### config.mk
export PLATFORM = sky130hd
export DESIGN_NAME = gateway_recv_filter
export DESIGN_NICKNAME = d
export VERILOG_FILES = /design/src/rtl/gateway_pkg.sv /design/src/rtl/axis_reg_stage.sv /design/src/rtl/gateway_recv_filter.sv
export SDC_FILE = /design/constraint.sdc
export NUM_CORES = 1
export LEC_CHECK = 0
export ABC_AREA = 1
export BUFFER_PORTS_ARGS = -buffer_cell sky130_fd_sc_hd__buf_2
export CAP_MARGIN = 5
export CORE_AREA = 5 5 490 492
export DETAILED_ROUTE_END_ITERATION = 8
export DIE_AREA = 0 0 495 497
export HOLD_SLACK_MARGIN = 0.03
export PLACE_DENSITY = 0.35
export SLEW_MARGIN = 10
export SYNTH_ARGS = -nofsm -noshare
export SYNTH_HDL_FRONTEND = slang
export SYNTH_HIERARCHICAL = 1
export SYNTH_SLANG_ARGS = --single-unit
### constraint.sdc
create_clock -name aclk -period 2 [get_ports aclk]
set_input_delay 0.4 -clock aclk [delete_from_list [all_inputs] [get_ports aclk]]
set_output_delay 0.4 -clock aclk [all_outputs]
set_load 0.1 [all_outputs]
### src/rtl/gateway_pkg.sv
// Shared route definitions for the vFIU gateway receive and send paths.
package gateway_pkg;

    localparam int unsigned ROUTE_W    = 14;
    localparam int unsigned SENDER_LSB = 6;
    localparam int unsigned SENDER_W   = 4;

    typedef enum logic [1:0] {
        HEAD = 2'd0,
        PASS = 2'd1,
        DROP = 2'd2
    } state_t;

    function automatic logic [SENDER_W-1:0] route_sender(input logic [ROUTE_W-1:0] route);
        return route[SENDER_LSB +: SENDER_W];
    endfunction

    // Zero on either side acts as a wildcard.
    function automatic logic sender_allowed(input logic [SENDER_W-1:0] sender,
                                            input logic [SENDER_W-1:0] allowed);
        return (sender == allowed) || (allowed == '0) || (sender == '0);
    endfunction

endpackage

### src/rtl/axis_reg_stage.sv
// One-entry AXI-Stream register slice carrying data/keep/last/user at full throughput.
module axis_reg_stage #(
    parameter int unsigned DATA_W = 512,
    parameter int unsigned USER_W = 14
) (
    input  logic                aclk,
    input  logic                aresetn,
    input  logic [DATA_W-1:0]   in_data,
    input  logic [DATA_W/8-1:0] in_keep,
    input  logic                in_last,
    input  logic [USER_W-1:0]   in_user,
    input  logic                in_valid,
    output logic                in_ready,
    output logic [DATA_W-1:0]   out_data,
    output logic [DATA_W/8-1:0] out_keep,
    output logic                out_last,
    output logic [USER_W-1:0]   out_user,
    output logic                out_valid,
    input  logic                out_ready
);

    assign in_ready = !out_valid || out_ready;

    always_ff @(posedge aclk) begin
        if (!aresetn) begin
            out_valid <= 1'b0;
            out_data  <= '0;
            out_keep  <= '0;
            out_last  <= 1'b0;
            out_user  <= '0;
        end else if (in_valid && in_ready) begin
            out_valid <= 1'b1;
            out_data  <= in_data;
            out_keep  <= in_keep;
            out_last  <= in_last;
            out_user  <= in_user;
        end else if (out_ready) begin
            out_valid <= 1'b0;
        end
    end

endmodule

### src/rtl/gateway_recv_filter.sv
// vFIU ingress filter: forwards or discards whole packets by head-beat sender_id.
// Define ROUTE_CHECK_EN to enable sender validation; undefined, every packet is forwarded.
module gateway_recv_filter
    import gateway_pkg::*;
#(
    parameter int unsigned DATA_W = 512,
    parameter int unsigned CNT_W  = 32
) (
    input  logic                aclk,
    input  logic                aresetn,
    input  logic [ROUTE_W-1:0]  route_ctrl,
    input  logic [DATA_W-1:0]   s_axis_tdata,
    input  logic [DATA_W/8-1:0] s_axis_tkeep,
    input  logic                s_axis_tlast,
    input  logic [ROUTE_W-1:0]  s_axis_tuser,
    input  logic                s_axis_tvalid,
    output logic                s_axis_tready,
    output logic [DATA_W-1:0]   m_axis_tdata,
    output logic [DATA_W/8-1:0] m_axis_tkeep,
    output logic                m_axis_tlast,
    output logic [ROUTE_W-1:0]  m_axis_tuser,
    output logic                m_axis_tvalid,
    input  logic                m_axis_tready,
    input  logic                clr_cnt,
    output logic [CNT_W-1:0]    pkt_cnt,
    output logic [CNT_W-1:0]    drop_cnt,
    output logic                route_err,
    output logic [SENDER_W-1:0] err_sender
);

    state_t               state, state_next;
    logic [SENDER_W-1:0]  allowed_reg;
    logic [SENDER_W-1:0]  sender;
    logic [ROUTE_W-1:0]   route_reg;
    logic [ROUTE_W-1:0]   fwd_user;
    logic                 route_ok;
    logic                 drop_beat;
    logic                 fwd_valid;
    logic                 stage_ready;
    logic                 accept;
    logic                 head_fwd;
    logic                 head_drop;
    logic                 unused_ctrl;

    assign sender = route_sender(s_axis_tuser);

`ifdef ROUTE_CHECK_EN
    assign route_ok    = sender_allowed(sender, allowed_reg);
    assign unused_ctrl = ^{route_ctrl[ROUTE_W-1:SENDER_LSB+SENDER_W],
                           route_ctrl[SENDER_LSB-1:0]};
`else
    assign route_ok    = 1'b1;
    assign unused_ctrl = ^{route_ctrl[ROUTE_W-1:SENDER_LSB+SENDER_W],
                           route_ctrl[SENDER_LSB-1:0], allowed_reg};
`endif

    // Discarded beats bypass the output stage, so they never wait on m_axis_tready.
    assign drop_beat     = (state == DROP) || ((state == HEAD) && !route_ok);
    assign fwd_valid     = s_axis_tvalid && !drop_beat;
    assign s_axis_tready = aresetn && (drop_beat || stage_ready);
    assign accept        = s_axis_tvalid && s_axis_tready;
    assign head_fwd      = accept && (state == HEAD) && route_ok;
    assign head_drop     = accept && (state == HEAD) && !route_ok;
    assign fwd_user      = (state == HEAD) ? s_axis_tuser : route_reg;

    always_comb begin
        state_next = state;
        if (accept) begin
            unique case (state)
                HEAD:    if (!s_axis_tlast) state_next = route_ok ? PASS : DROP;
                PASS:    if (s_axis_tlast) state_next = HEAD;
                DROP:    if (s_axis_tlast) state_next = HEAD;
                default: state_next = HEAD;
            endcase
        end
    end

    always_ff @(posedge aclk) begin
        if (!aresetn) state <= HEAD;
        else          state <= state_next;
    end

    function automatic logic [CNT_W-1:0] cnt_next(input logic [CNT_W-1:0] cnt,
                                                  input logic inc, input logic clr);
        if (clr)                  return CNT_W'(inc);
        if (inc && (cnt != '1))   return cnt + CNT_W'(1);
        return cnt;
    endfunction

    always_ff @(posedge aclk) begin
        if (!aresetn) begin
            allowed_reg <= '0;
            route_reg   <= '0;
            pkt_cnt     <= '0;
            drop_cnt    <= '0;
            route_err   <= 1'b0;
            err_sender  <= '0;
        end else begin
            allowed_reg <= route_ctrl[SENDER_LSB +: SENDER_W];
            if (head_fwd) route_reg <= s_axis_tuser;
            pkt_cnt     <= cnt_next(pkt_cnt, head_fwd, clr_cnt);
            drop_cnt    <= cnt_next(drop_cnt, head_drop, clr_cnt);
            route_err   <= head_drop;
            if (head_drop) err_sender <= sender;
        end
    end

    axis_reg_stage #(
        .DATA_W (DATA_W),
        .USER_W (ROUTE_W)
    ) u_out_stage (
        .aclk      (aclk),
        .aresetn   (aresetn),
        .in_data   (s_axis_tdata),
        .in_keep   (s_axis_tkeep),
        .in_last   (s_axis_tlast),
        .in_user   (fwd_user),
        .in_valid  (fwd_valid),
        .in_ready  (stage_ready),
        .out_data  (m_axis_tdata),
        .out_keep  (m_axis_tkeep),
        .out_last  (m_axis_tlast),
        .out_user  (m_axis_tuser),
        .out_valid (m_axis_tvalid),
        .out_ready (m_axis_tready)
    );

endmodule

==> metrics <==
outcome=finished, final reports clean; max reg flops=~510; Worst path depth=1; fmax=0.524 GHz; number of fill cells=26.9k; Area growth syn-to-layout=66.1%; PD cells=slightly above 900 nW/um^2; design area=slightly below 50000 um^2; Post-Synthesis Cells=4335; Port Buffers=roughly 1.2k; Max IR drop VDD=0.579 mV; Critical Path Slowest Stage Cell=dfxtp_1; Slew Limit Headroom=around 62%; Via density=3.67; Die Height=roughly 500 um; Syn Area/Cell=approximately 7 um^2; Max Slew Vio Count=0; TNS Setup=0 ns; critical path's top delay family=flip-flops; die span in x=just under 500 um; commonest non-fill, non-tap cells in the layout=732 x buf_2, 697 x nand2_1, 673 x nor2_1, 641 x inv_1, 626 x dfxtp_1; CP required=1.60 ns; layout cell share with drive strength beyond 1=25.5%; Largest regs=u_out_stage/out_data: 512 flops, u_out_stage/out_keep: 64 flops, pkt_cnt: 32 flops; worst slew pin tran=approximately 0.57 ns; fin crit share=95.3%; Wirelength per Cell=about 19 um; Critical Path AT=roughly 1.5 ns; DR iter-0 viols=~1.7k; Top reg by flops=u_out_stage/out_data; DR pass1 iterations=5; register area=~13000 um^2; critical-path cell list=buf_6; DRC viols=0; max incr delay on CP=roughly 0.5 ns; detailed-route via count=34.1k; multi-input logic area=approximately 12000 um^2; Root Driver=clkbuf_16; Crit Path Category=reg2out; Comb pwr share=30.9%; crit path launch type=flop; total gr overflow=0; Net Sw Frac=40.0%; vias in the first global route=33.4k; hold path cells=5; Flop pwr share=31.4%; Worst Path Buf+Inv=1; Netlist cell types=28; clock slew at reported path FFs=roughly 0.060 ns; total number of yosys warnings=6; Final min period=1.91 ns; CTS buffer count=between 90 and 100; LEAKAGE=around 0.025 uW; Initial Utilization=about an eighth; Int Pwr=roughly 27000 uW; Clock Path Buffers=3; Post-Syn Area=roughly 30000 um^2; antenna violations before repair=111; routability congestion estimate from global placement=~0.87; final hold slack=around 0.11 ns; Max H-tree Level=3; Clk Latency, worst-skew pair=0.73 ns; first-pass GRT wire length=approximately 240000 um; final setup fails=0; worst-path fanout max=2; Critical Path Sink Type=output port; top-area cell type share of the netlist area=a little over two fifths; class of the worst hold path=in2reg; maximum number of pins on one net before global-route repair=around 110; Row Count=178; clk sinks=about 640; commonest non-fill, non-tap cell in the layout=buf_2; core area=235000 um^2; Die Area=about 250000 um^2; sequential element share of the synthesized area=between 40% and 50%; RSZ-0062 raised after global routing=false; clock share of power=approximately 38%; FF+latch count, synth=around 640; DP Wirelength=about 140000 um; skew final=0.0677 ns; total track usage=13.2%; Final nets=roughly 6.6k; worst reg2reg path depth=10; most area-consuming cells after synthesis=dfxtp_1 43%, a21oi_1 10%, nand3_1 10%; total wire length=around 170000 um; TritonCTS clock tree=built; Final Hold Viols=0; Placed Area=39100 um^2; area leader, netlist=dfxtp_1; P_sw=around 18000 uW; Max-Cap Viols=0; Routed Antenna Nets=0; I/O pin total=around 1.3k
==> cells in the mapped netlist (all sizes together) <==
cell	n
nand4	9
nor2	678
xor2	5
nor3	6
a21oi	617
ha	1
a21boi	1
nand2	703
nor3b	3
o21bai	1
clkbuf	46
nand3	610
nand3b	1
inv	645
o21ai	36
buf	333
conb	1
dfxtp	639
==> per-layer routing <==
layer / vias up / track usage [%] / wire length (um)
li1: 16900 / - / -
met5: - / 0 / 204
met4: 32 / 2.97 / 3140
met1: 15800 / 16.9 / 76500
met3: 212 / 4.26 / 14400
met2: 1142 / 21.6 / 78100
==> metrics by stage <==
step / total power [uW] / util, % / cells / setup WS [ns]
3_3_place_gp: 27300 / 16.7 / 8516 / 0.155
5_1_grt: 47700 / 21.0 / 9264 / 0.000773
2_1_floorplan: 24300 / - / 4371 / -0.413
6_report: 45600 / 21.0 / 9292 / 0.0932
3_5_place_dp: 27300 / 16.7 / 8516 / 0.167
4_1_cts: 46500 / 21.0 / 9244 / 0.000102
==> final timing paths <==
kind	start	to	slack, ns
max	u_out_stage/out_data[88]	m_axis_tdata[88]	0.09
min	s_axis_tdata[228]	u_out_stage/out_data[228]	0.11
max reg2reg	pkt_cnt[6]	pkt_cnt[4]	0.22
min reg2reg	route_reg[1]	route_reg[1]	0.44
==> timing repair <==
action / in CTS / in global routing
endpoints found under the setup margin: 485 / 0
gates resized for setup: 541 / 0
hold buffers: 556 / 0
setup buffers: 2 / 0
endpoints found under the hold margin: 557 / 0
==> final cells by class <==
| type | count | share of cell area [%] |
|---|---|---|
| clock buffer | 136 | 5.46 |
| antenna | 48 | 0.243 |
| multi-input combinational | 2708 | 24.1 |
| inverter | 645 | 4.92 |
| sequential | 639 | 26.0 |
| clock inverter | 34 | 0.938 |
| tap | 3150 | 7.99 |
| timing repair buffer | 1932 | 30.4 |
==> power groups by stage <==
stage	logic, uW	clock network, uW	registers, uW
floorplan	3220	0	21000
global placement	12800	0	14500
detailed placement	12800	0	14500
CTS	14200	18000	14300
global route	14800	18400	14400
finish	14100	17200	14300
==> cells by family after synthesis <==
logic type | synth area share [%]
buf+inv | 17.5
xor+xnor | 0.147
other cells | 0.0126
fa+ha+maj | 0.0421
flops | 43.1
simple gates | 28.2
compound gates | 11.1
No activity file was read; power rests on OpenSTA's default activity.
